$ cat src/rtl/sdr_pkg.sv
// SDRAM burst-read shared definitions: pin command encodings, engine states, parameter checks.
// Latency: n/a (types and constants only).
// Backpressure: n/a.
package sdr_pkg;

    // Command encodings as {nRAS, nCAS, nWE}; nCS is held low by the engine.
    localparam logic [2:0] CMD_NOP = 3'b111;
    localparam logic [2:0] CMD_ACT = 3'b011;
    localparam logic [2:0] CMD_RD  = 3'b101;
    localparam logic [2:0] CMD_PRE = 3'b010;

    // The pins always reflect the state of the current cycle.
    typedef enum logic [2:0] {
        S_IDLE = 3'd0,
        S_ACT  = 3'd1,
        S_RCD  = 3'd2,
        S_RD   = 3'd3,
        S_CAS  = 3'd4,
        S_DATA = 3'd5,
        S_PRE  = 3'd6,
        S_RP   = 3'd7
    } state_e;

    function automatic int max3(input int a, input int b, input int c);
        int m;
        m = (a > b) ? a : b;
        return (m > c) ? m : c;
    endfunction

    // A10 carries the auto-precharge flag, so the column must stay below it.
    function automatic bit params_ok(input int cl, input int bl, input int nrcd,
                                     input int nrp, input int col_w, input int row_w);
        return ((cl == 2) || (cl == 3)) &&
               ((bl == 1) || (bl == 2) || (bl == 4) || (bl == 8)) &&
               (nrcd >= 1) && (nrp >= 1) && (col_w <= 10) && (row_w >= 11);
    endfunction

endpackage

$ cat src/rtl/sdr_wait_cnt.sv
// Loadable down-counter with zero flag, shared by all spacing phases of the read engine.
// Latency: load/decrement take effect on the next clock; zero_o is combinational from the count.
// Backpressure: none; decrement saturates at zero.
module sdr_wait_cnt #(
    parameter int W = 4
) (
    input  logic         clk,
    input  logic         rst,
    input  logic         load_i,
    input  logic [W-1:0] load_val_i,
    input  logic         dec_i,
    output logic [W-1:0] cnt_o,
    output logic         zero_o
);

    logic [W-1:0] cnt_q;
    logic [W-1:0] cnt_d;

    // Next count: a load wins over a decrement.
    always_comb begin
        cnt_d = cnt_q;
        if (load_i) begin
            cnt_d = load_val_i;
        end else if (dec_i && (cnt_q != '0)) begin
            cnt_d = cnt_q - W'(1);
        end
    end

    // Count register.
    always_ff @(posedge clk) begin
        if (rst) begin
            cnt_q <= '0;
        end else begin
            cnt_q <= cnt_d;
        end
    end

    assign cnt_o  = cnt_q;
    assign zero_o = (cnt_q == '0);

endmodule

$ cat src/rtl/sdr_rd_burst.sv
// SDRAM burst-read engine: ACTIVE, READ, capture BL beats, PRECHARGE/auto-precharge, done pulse.
// Latency: ack at t+1, first beat at t+2+NRCD+CL, done at t+2+NRCD+CL+BL+NRP.
// Backpressure: none; rd_req is ignored while busy and beats cannot be stalled.
module sdr_rd_burst
    import sdr_pkg::*;
#(
    parameter int DQ_W  = 16,
    parameter int BA_W  = 2,
    parameter int ROW_W = 13,
    parameter int COL_W = 9,
    parameter int CL    = 3,
    parameter int BL    = 4,
    parameter int NRCD  = 3,
    parameter int NRP   = 3,
    parameter int AP_EN = 0
) (
    input  logic              clk,
    input  logic              rst,
    input  logic              rd_req,
    input  logic [BA_W-1:0]   rd_ba,
    input  logic [ROW_W-1:0]  rd_row,
    input  logic [COL_W-1:0]  rd_col,
    output logic              rd_ack,
    output logic [DQ_W-1:0]   rd_data,
    output logic              rd_vld,
    output logic              rd_done,
    output logic              busy,
    output logic              sdr_CKE,
    output logic              sdr_nCS,
    output logic [BA_W-1:0]   sdr_BA,
    output logic [ROW_W-1:0]  sdr_A,
    output logic              sdr_nRAS,
    output logic              sdr_nCAS,
    output logic              sdr_nWE,
    output logic [DQ_W/8-1:0] sdr_DQM,
    input  logic [DQ_W-1:0]   sdr_DQ
);

    if (!params_ok(CL, BL, NRCD, NRP, COL_W, ROW_W)) begin : g_bad_params
        $error("sdr_rd_burst: illegal CL/BL/NRCD/NRP/COL_W/ROW_W combination");
    end

    localparam int CW = $clog2(max3(NRCD, CL + BL, NRP) + 1);
    // Each phase counts down to zero; ACT already covers one cycle of tRCD.
    localparam logic [CW-1:0] LD_RCD  = (NRCD > 1) ? CW'(NRCD - 2) : '0;
    localparam logic [CW-1:0] LD_CAS  = CW'(CL - 1);
    localparam logic [CW-1:0] LD_DATA = CW'(BL - 1);
    localparam logic [CW-1:0] LD_RP   = CW'(NRP - 1);

    state_e            state_q, state_d;
    logic [2:0]        cmd_q, cmd_d;
    logic [BA_W-1:0]   ba_q, ba_d;
    logic [ROW_W-1:0]  a_q, a_d;
    logic              ack_q, ack_d;
    logic              vld_q, vld_d;
    logic              done_q, done_d;
    logic              busy_q, busy_d;
    logic [DQ_W-1:0]   data_q;
    logic [BA_W-1:0]   lat_ba_q, lat_ba_d;
    logic [COL_W-1:0]  lat_col_q, lat_col_d;
    logic [ROW_W-1:0]  rd_addr;
    logic              cnt_ld, cnt_dec, cnt_zero;
    logic [CW-1:0]     cnt_ld_val, cnt_val;

    sdr_wait_cnt #(.W(CW)) u_wait (
        .clk        (clk),
        .rst        (rst),
        .load_i     (cnt_ld),
        .load_val_i (cnt_ld_val),
        .dec_i      (cnt_dec),
        .cnt_o      (cnt_val),
        .zero_o     (cnt_zero)
    );

    // READ address: column zero-extended, A10 selects auto-precharge.
    always_comb begin
        rd_addr                = '0;
        rd_addr[COL_W-1:0]     = lat_col_q;
        rd_addr[10]            = (AP_EN != 0);
    end

    // Next state plus next values of every registered pin/handshake output.
    always_comb begin
        state_d    = state_q;
        cmd_d      = CMD_NOP;
        ba_d       = ba_q;
        a_d        = a_q;
        ack_d      = 1'b0;
        vld_d      = 1'b0;
        done_d     = 1'b0;
        lat_ba_d   = lat_ba_q;
        lat_col_d  = lat_col_q;
        cnt_ld     = 1'b0;
        cnt_ld_val = '0;
        cnt_dec    = 1'b0;
        case (state_q)
            S_IDLE: begin
                if (rd_req) begin
                    state_d   = S_ACT;
                    cmd_d     = CMD_ACT;
                    ba_d      = rd_ba;
                    a_d       = rd_row;
                    ack_d     = 1'b1;
                    lat_ba_d  = rd_ba;
                    lat_col_d = rd_col;
                end
            end
            S_ACT: begin
                if (NRCD == 1) begin
                    state_d = S_RD;
                    cmd_d   = CMD_RD;
                    a_d     = rd_addr;
                end else begin
                    state_d    = S_RCD;
                    cnt_ld     = 1'b1;
                    cnt_ld_val = LD_RCD;
                end
            end
            S_RCD: begin
                if (cnt_zero) begin
                    state_d = S_RD;
                    cmd_d   = CMD_RD;
                    a_d     = rd_addr;
                end else begin
                    cnt_dec = 1'b1;
                end
            end
            S_RD: begin
                state_d    = S_CAS;
                cnt_ld     = 1'b1;
                cnt_ld_val = LD_CAS;
            end
            S_CAS: begin
                // Captured data lags the pins by one register, so DATA starts at READ+CL+1.
                if (cnt_zero) begin
                    state_d    = S_DATA;
                    vld_d      = 1'b1;
                    cnt_ld     = 1'b1;
                    cnt_ld_val = LD_DATA;
                end else begin
                    cnt_dec = 1'b1;
                end
            end
            S_DATA: begin
                if (cnt_zero) begin
                    state_d = S_PRE;
                    if (AP_EN == 0) begin
                        cmd_d = CMD_PRE;
                        ba_d  = lat_ba_q;
                        a_d   = '0;
                    end
                end else begin
                    vld_d   = 1'b1;
                    cnt_dec = 1'b1;
                end
            end
            S_PRE: begin
                state_d    = S_RP;
                cnt_ld     = 1'b1;
                cnt_ld_val = LD_RP;
                done_d     = (NRP == 1);
            end
            S_RP: begin
                // done is shown in the last RP cycle, i.e. the one whose count is zero.
                if (cnt_zero) begin
                    state_d = S_IDLE;
                end else begin
                    cnt_dec = 1'b1;
                    done_d  = (cnt_val == CW'(1));
                end
            end
            default: begin
                state_d = S_IDLE;
            end
        endcase
        busy_d = (state_d != S_IDLE);
    end

    // State, pins and handshakes; DQ is sampled every clock.
    always_ff @(posedge clk) begin
        if (rst) begin
            state_q   <= S_IDLE;
            cmd_q     <= CMD_NOP;
            ba_q      <= '0;
            a_q       <= '0;
            ack_q     <= 1'b0;
            vld_q     <= 1'b0;
            done_q    <= 1'b0;
            busy_q    <= 1'b0;
            data_q    <= '0;
            lat_ba_q  <= '0;
            lat_col_q <= '0;
        end else begin
            state_q   <= state_d;
            cmd_q     <= cmd_d;
            ba_q      <= ba_d;
            a_q       <= a_d;
            ack_q     <= ack_d;
            vld_q     <= vld_d;
            done_q    <= done_d;
            busy_q    <= busy_d;
            data_q    <= sdr_DQ;
            lat_ba_q  <= lat_ba_d;
            lat_col_q <= lat_col_d;
        end
    end

    assign rd_ack   = ack_q;
    assign rd_vld   = vld_q;
    assign rd_done  = done_q;
    assign busy     = busy_q;
    assign rd_data  = data_q;
    assign sdr_CKE  = 1'b1;
    assign sdr_nCS  = 1'b0;
    assign sdr_BA   = ba_q;
    assign sdr_A    = a_q;
    assign {sdr_nRAS, sdr_nCAS, sdr_nWE} = cmd_q;
    assign sdr_DQM  = '0;

endmodule

$ cat config.mk
export PLATFORM = sky130hd
export DESIGN_NAME = sdr_rd_burst
export DESIGN_NICKNAME = d
export VERILOG_FILES = /design/src/rtl/sdr_pkg.sv /design/src/rtl/sdr_wait_cnt.sv /design/src/rtl/sdr_rd_burst.sv
export SDC_FILE = /design/constraint.sdc
export NUM_CORES = 1
export LEC_CHECK = 0
export ABC_AREA = 1
export CORE_MARGIN = 4
export CORE_UTILIZATION = 40
export CTS_BUF_LIST = sky130_fd_sc_hd__clkbuf_4
export DETAILED_ROUTE_END_ITERATION = 6
export GPL_ROUTABILITY_DRIVEN = 0
export PLACE_DENSITY = 0.85
export SLEW_MARGIN = 20
export SYNTH_ARGS = -nofsm -noshare
export SYNTH_HDL_FRONTEND = slang
export SYNTH_HIERARCHICAL = 1
export SYNTH_SLANG_ARGS = --single-unit
$ cat constraint.sdc
create_clock -name clk -period 4.8 [get_ports clk]
set_input_delay 1.44 -clock clk [delete_from_list [all_inputs] [get_ports clk]]
set_output_delay 1.44 -clock clk [all_outputs]
set_load 0.02 [all_outputs]
* Word level (Yosys, flattened, before mapping) *
Cells that the tools add are included.

word-level totals
  bits of input ports = 43
  register bits = 55
  output and inout port bits = 42

operators by class
  bitwise logic cells = 2
  add/subtract/negate cells = 1
  mux-type cells = 27
  equality and inequality tests = 11
  reductions and logical operators = 16

operators by type and width
  operator                                                                count
  13-bit 2-to-1 mux                                                       3
  13-bit one-hot mux with 3 select lines                                  1
  3-bit 2-to-1 mux                                                        9
  3-bit one-hot mux with 8 select lines                                   1
  3-bit equality test (second input constant)                             4
  3-bit one-hot mux with 3 select lines                                   1
  3-bit nonzero test                                                      3
  2-bit 2-to-1 mux                                                        4
  3-bit by 1-bit equality test with 1-bit output (second input constant)  2
  3-bit by 2-bit equality test with 1-bit output (second input constant)  2
  3-bit zero test                                                         2
  2-bit != test (second input constant)                                   3
  2-bit one-hot mux with 3 select lines                                   1
  3-bit OR reduction                                                      2
  1-bit 2-to-1 mux                                                        4
  1-bit one-hot mux with 2 select lines                                   2
  2-bit one-hot mux with 2 select lines                                   1
  4-bit AND reduction                                                     1
  2-bit nonzero test                                                      2
  2-bit OR reduction                                                      2
  4-bit OR reduction                                                      1
  3-bit AND reduction                                                     1
  3-bit by 1-bit subtractor with 3-bit output (second input constant)     1
  1-bit inverter                                                          2
  2 further kinds                                                         2

* Longest topological paths before layout *
  depth in word-level cells = 6
  mapped depth = 12
  mapped depth without buffers = 12

* Cells and area by module *
Netlist, hierarchy kept.

modules (own cells, without submodules)
  module        instances  area an instance (µm²)  cells each
  sdr_rd_burst  1          2,100.8                 301
  sdr_wait_cnt  1          201.4                   34

* Least setup slack after synthesis *
No wires, ideal clock.

  kind = input-to-reg
  from = input rst
  to = register ack_q, in the netlist rd_ack
  required time = 4.672 ns
  path slack = 2.621 ns
  stages = 3
  arrival = 2.051 ns
  library setup time = 0.128 ns
  cells stage by stage = clkbuf_1 -> buf_1 -> nor2_1

on the way
  cells in the longest elaborated chain, start to end = 1

RTL lines
  what                                 line                 source
  start, declared                      sdr_rd_burst.sv:18   input logic rst,
  2-bit OR reduction (no source line)  n/a
  end signal, assigned                 sdr_rd_burst.sv:198  ack_q <= ack_d;
  end, declared                        sdr_rd_burst.sv:54   logic ack_q, ack_d;

No other way between the ends.
A chain may end at the register's enable or synchronous reset.

* Final worst setup path *
  from = register a_q[10], in the netlist sdr_A[10]
  to = output sdr_A[10]

RTL lines
  what                    line                 source
  start, declared         sdr_rd_burst.sv:53   logic [ROW_W-1:0] a_q, a_d;
  start signal, assigned  sdr_rd_burst.sv:185  a_q <= '0;
  start signal, assigned  sdr_rd_burst.sv:197  a_q <= a_d;
  end, declared           sdr_rd_burst.sv:31   output logic [ROW_W-1:0] sdr_A,

No word-level cell between the ends.

==> flow_summary.yaml <==
cells_and_area:
  finalNetCount: 455
  mostFrequentLayoutCells: "clkdlybuf4s50_1, nor2_1, nand2_1"
  fin_area_um2: 3160
  synthToLayoutAreaGrowth_pct: 37.4
  seqCellArea_um2: 1100
  nFillCells: 543
  utilization_pct: 57.1
  multi_input_area_um2: 878
  n_antenna_cell: 0
  final_common_cell: "clkdlybuf4s50_1"
  finalNonFillerCells: 482
  drive_gt1_share_pct: 3.66
die:
  dieArea_um2: 7030
  pin_count: 85
  die_x_um: 83.9
  core-area_um2: 5540
  core.rowCount: 27
  dieHeight_um: 83.9
  initial_core_util_pct: 41.6
yosys:
  syn_inst: 335
  synth_cell_types: 20
  syn_avg_cell_area_um2: 6.87
  synth-seq-area-share_pct: 47.8
  yosysWarnings: 6
  synth-seq-cells: 55
  syn-cell-area_um2: 2300
timing:
  tns_ns: 0
  tightest_slew_ns: 0.865
  min_period_ns: 2.81
  slew_viol_final: 0
  period_share_pct: 58.6
  layout_setup_ws_ns: 1.99
  finClkSkew_ns: 0.0103
  rsz0062_at_grt: "no"
  hold_viol_final: 0
  timing.fmax_ghz: 0.356
  setup_viol: 0
  whs_ns: 0.460
  slew-limit-headroom_pct: 42.2
cts:
  cts_max_path_buffers: 2
  cts_hold_buf: 0
  cts_inserted_buffers: 5
  cts-root-buf: "clkbuf_4"
  post_cts_buffers: 0
  cts_tree: "built"
  clk_pin_slew_ns: 0.15
  clk-insertion-delay-late_ns: 0.37
  htree_levels: 2
  cts_resized: 0
  cts.sinks: 55
critical_path:
  rr_startpoint: "u_wait/cnt_o[0]$_SDFFE_PP0P_"
  crit_fanout: 2
  start_kind: "flip-flop"
  cp_num_buf_inv: 1
  cp_slowest_stage_delay_ns: 0.61
  crit_start: "sdr_A[10]$_SDFFE_PP0P_"
  cp_top_family: "buffers and inverters"
  endpoint_kind: "output port"
  crit_chain: "clkdlybuf4s50_1"
  cpMaxStageDelayCell: "clkdlybuf4s50_1"
  worst-endpoint-arrival_ns: 1.37
  path_class: "flip-flop to output port"
  cp.required_ns: 3.36
routing:
  drt_drc_violations_left: 0
  firstDrtPassIters: 5
  num_vias: 2197
  drtAntennaViolNets: 0
  avgViaCountPerCell: 4.56
  wl_um: 5080
  detail_route.wl_per_cell_um: 10.5
  drtIter0Drc: 67
global_route:
  grt-ovfl-total: 0
  grt_pass1_vias: 2091
  grt_max_degree: 33
  gr-usage-all-layers_pct: 15.1
  antenna_found_initial: 0
  grt_pass1_wl_um: 8710
placed_design:
  preCtsSetupSlack_ns: 1.64
  port_buffers: 80
  dp_hpwl_um: 3950
  dp.cells: 475
  placed_cell_area_um2: 3110
job:
  drv_cap: 0
power_and_ir_drop:
  p_comb_share_pct: 48.2
  p_clk_share_pct: 12.0
  p_int_mw: 0.939
  power_mw: 1.59
  p_leak_nw: 1.51
  power_frac_seq_pct: 39.8
  p_per_area_nw_per_um2: 502
  switchingPower_mw: 0.649
  p_sw_share_pct: 40.9
  ir_drop_v: 0.000278
worst_hold_path:
  hp-class: "flip-flop to flip-flop"
  min_from: "lat_col_q[1]$_SDFFE_PP0P_"
status:
  status: "complete, no violations"
flip-flops by register name, indices dropped and copies added, names as in the netlist:
name,cells
rd_done,1
rd_data,16
lat_col_q,9
cmd_q,3
sdr_A,13
rd_ack,1
busy,1
state_q,3
u_wait/cnt_o,3
rd_vld,1
lat_ba_q,2
sdr_BA,2
per-layer routing:
metal | GRT usage [%] | wire, µm
met2 | 25.7 | 2380
met4 | 6.73 | 114
met5 | 0 | 0
met1 | 16.0 | 2080
met3 | 6.81 | 510
cell type report:
| cell class | instances | area share (%) |
|---|---|---|
| Multi-Input combinational cell | 204 | 27.8 |
| Inverter | 63 | 7.47 |
| Timing Repair Buffer | 81 | 25.5 |
| Clock inverter | 2 | 0.395 |
| Sequential cell | 55 | 34.8 |
| Clock buffer | 5 | 1.19 |
| Tap cell | 72 | 2.85 |
path summary, 6_finish.rpt:
path	to	slack, ns	depth (start not counted)
setup / recovery	sdr_A[10]	1.99	1
hold / removal	lat_col_q[1]$_SDFFE_PP0P_	0.46	2
setup reg to reg	sdr_A[9]$_SDFFE_PP0P_	2.91	11
hold reg to reg	lat_col_q[1]$_SDFFE_PP0P_	0.46	2
cell usage after synthesis, drive strengths merged:
| cell type | instances | area, µm² |
|---|---|---|
| nand2 | 65 | 256 |
| conb | 2 | 7.51 |
| o21ai | 26 | 130 |
| ha | 2 | 25.0 |
| nor3 | 1 | 5.00 |
| dfxtp | 55 | 1100 |
| nor2 | 70 | 265 |
| clkbuf | 2 | 7.51 |
| inv | 63 | 236 |
| a21oi | 12 | 60.1 |
| nand3 | 21 | 105 |
| buf | 14 | 90.1 |
| nand4 | 2 | 12.5 |
cells by family (layout without fill, tap and decap cells):
group	after synthesis	in the layout	share of synthesized area [%]
AO/OA/AOI/OAI	38	38	8.26
adder cells (fa/ha/maj)	2	2	1.09
buffers and inverters	79	151	14.5
flip-flops	55	55	47.8
other	2	5	0.326
AND/OR/NAND/NOR	159	159	28.0
power groups by stage:
stage	sequential [mW]	clock [mW]	combinational, mW
after floorplan	0.731	0	0.432
after global placement	0.639	0	0.745
after detailed placement	0.643	0	0.764
after CTS	0.632	0.199	0.768
after global routing	0.647	0.218	0.875
final	0.632	0.191	0.765
Power figures use the tool's default switching activity.
==> RTL edit (same flow settings) <==
Change the parameter `BL` from 4 to 2.
--- a/src/rtl/sdr_rd_burst.sv
+++ b/src/rtl/sdr_rd_burst.sv
@@ -10,5 +10,5 @@
     parameter int COL_W = 9,
     parameter int CL    = 3,
-    parameter int BL    = 4,
+    parameter int BL    = 2,
     parameter int NRCD  = 3,
     parameter int NRP   = 3,
Check against the original RTL: no difference found for any inputs over 10 cycles, from zero or initial values and one cycle with rst high; that may be too few to reach the edited logic, so the function may still have changed.
==> RTL edit against the unedited design <==
- combinational power rose by 5.4%
- routed wire length rose by 6.3%
- synthesized area rose by 6.1%
- largest cell class unchanged
- first-iteration DRC count rose by 46%
- power rose by 3.0%
- final area rose by 3.8%
- critical path type unchanged
- setup slack improved by 16 ps
- sequential cell count did not move
==> RTL edit: results (changes against the unedited design) <==
Setup path
  – Arrival @ worst endpoint: 1360 ps
  – R2R Path Start: state_q[2]
  – Cell family with the largest share of critical-path delay: buffers and inverters
  – Worst path slowest cell: clkdlybuf4s50_1
  – Slowest stage delay, CP: 610 ps (about the same)
  – Critical Path Source: sdr_BA[1]
  – Worst-path fanout max: 2 (unchanged)
  – Buf+Inv Stages, Crit Path: 1 (unchanged)

Drt
  – Drt via density: 4.55 (-0.25%)
  – Total iterations of the first detailed-routing run: 4 (-1)
  – DRT Wirelength: 5.40 mm (+6.3%)
  – DRT iter0 DRCs: 98 (+46%)

Layout
  – Share of layout cells above drive strength 1: 12.3% (+8.7 points)
  – Nets@finish: 450 (-1.1%)
  – Max reg flops: 16 (unchanged)
  – Fill count: 548 (+0.92%)
  – Number of antenna diodes: 0 (unchanged)

Synth
  – Top post-synthesis cells by area: dfxtp_1 45%, inv_1 8.1%, nand2_1 7.5%
  – Synth warnings: 6 (unchanged)
  – Sequential share of the synthesized area: 45.1% (-2.7 points)
  – Post-synthesis async set-or-reset flop share: 0% (unchanged)
  – Prevailing post-synth register cell: dfxtp_1
  – Synth cell count leaders: 55 x dfxtp_1, 53 x inv_1, 49 x nand2_1, 40 x nor2_1, 29 x nand3_1
  – Unique masters post-synth: 24 (+20%)

GRT
  – First-pass GRT wire length: 8.86 mm (+1.7%)
  – Largest net degree at the start of global routing: 32 (-3.0%)
  – GRT Total Usage: 14.8% (-0.27 points)
  – Vias in the first global route: 2080 (-0.53%)
  – Initial antenna violation count: 0 (unchanged)

Pwr
  – Max VDD drop: 0.264 mV (-5.1%)
  – Static leakage: 1.52 nW (+0.27%)

Clock tree
  – PostCTS Resize Cnt: 0 (unchanged)
  – Clock-pin slew on the worst setup and hold paths: 150 ps (about the same)
  – Longest Clk Path Bufs: 2 (unchanged)
  – CTS Buf Count: 5 (unchanged)
  – Htree depth: 2 (unchanged)
  – Buffers inserted by post-CTS timing repair: 0 (unchanged)
  – Worst skew pair latency: 370 ps (about the same)
  – CTS root buffer: clkbuf_4

Min path
  – HP Start: u_wait/cnt_o[1]
  – HP Class: reg2reg

Placement
  – I/O Buffers: 80 (unchanged)
  – Detailed placer's ending HPWL: 4.14 mm (+4.9%)
  – Placed instance area: 3230 um2 (+3.7%)

Timing
  – Worst-Margin Slew: 883 ps (+17.7 ps)
  – Worst Skew: 9.79 ps (-0.547 ps)

Run status
  – Status: finished, final reports clean

Floorplanning
  – Core Rows: 28 (+3.7%)
-- RTL edit: per-layer routing --
layer	part of all wire, %	track usage (%)	wire length [um]	vias up
met3	11	6.24	584	8
li1	-	-	-	1143
met2	47	26.3	2550	80
met1	41	16.4	2220	956
met4	0.91	3.45	49	0
met5	0	0	0	-
-- RTL edit: layout make-up --
cell class | count | area [um2] | share of cell area, %
timing repair buffer | 81 | 808 | 24.6
clock inverter | 2 | 12.5 | 0.381
tap | 75 | 93.8 | 2.86
multi-input combinational | 203 | 998 | 30.4
sequential | 55 | 1100 | 33.5
clock buffer | 6 | 45.0 | 1.37
inverter | 59 | 226 | 6.89
-- RTL edit: cells by family (layout without fill, tap and decap cells) --
logic type                 after synthesis  in the layout  share of synthesized area [%]
AOI/OAI and AO/OA                       39             39                           7.99
adders and majority gates                2              2                           1.02
buffers and inverters                   77            148                           14.5
DFF                                     55             55                           45.1
other                                    2              5                          0.307
and+or+nand+nor                        157            157                           31.1
-- RTL edit: through the flow --
step                      hold slack [ps]  worst slack, ps  cells
after global routing                  452             1930    481
final                                 431             2000    481
after CTS                             434             1980    481
after floorplan                       397             2670    335
after global placement                404             1840    473
after detailed placement              414             1770    473
-- RTL edit: final timing paths --
kind / endpoint / slack, ps / cells after the start
setup / recovery: sdr_BA[1] / 2000 / 1
hold / removal: rd_done / 430 / 1
setup reg to reg: sdr_BA[1] / 2840 / 7
hold reg to reg: rd_done / 430 / 1
-- RTL edit: report_power, final --
part | internal [W] | leakage [nW] | total (W) | switching, W
Combinational | 0.000323 | 1.03 | 0.000806 | 0.000483
Sequential | 0.000567 | 0.456 | 0.000631 | 0.0000639
Clock | 0.0000625 | 0.0317 | 0.000197 | 0.000135
Total | 0.000953 | 1.52 | 0.00163 | 0.000682
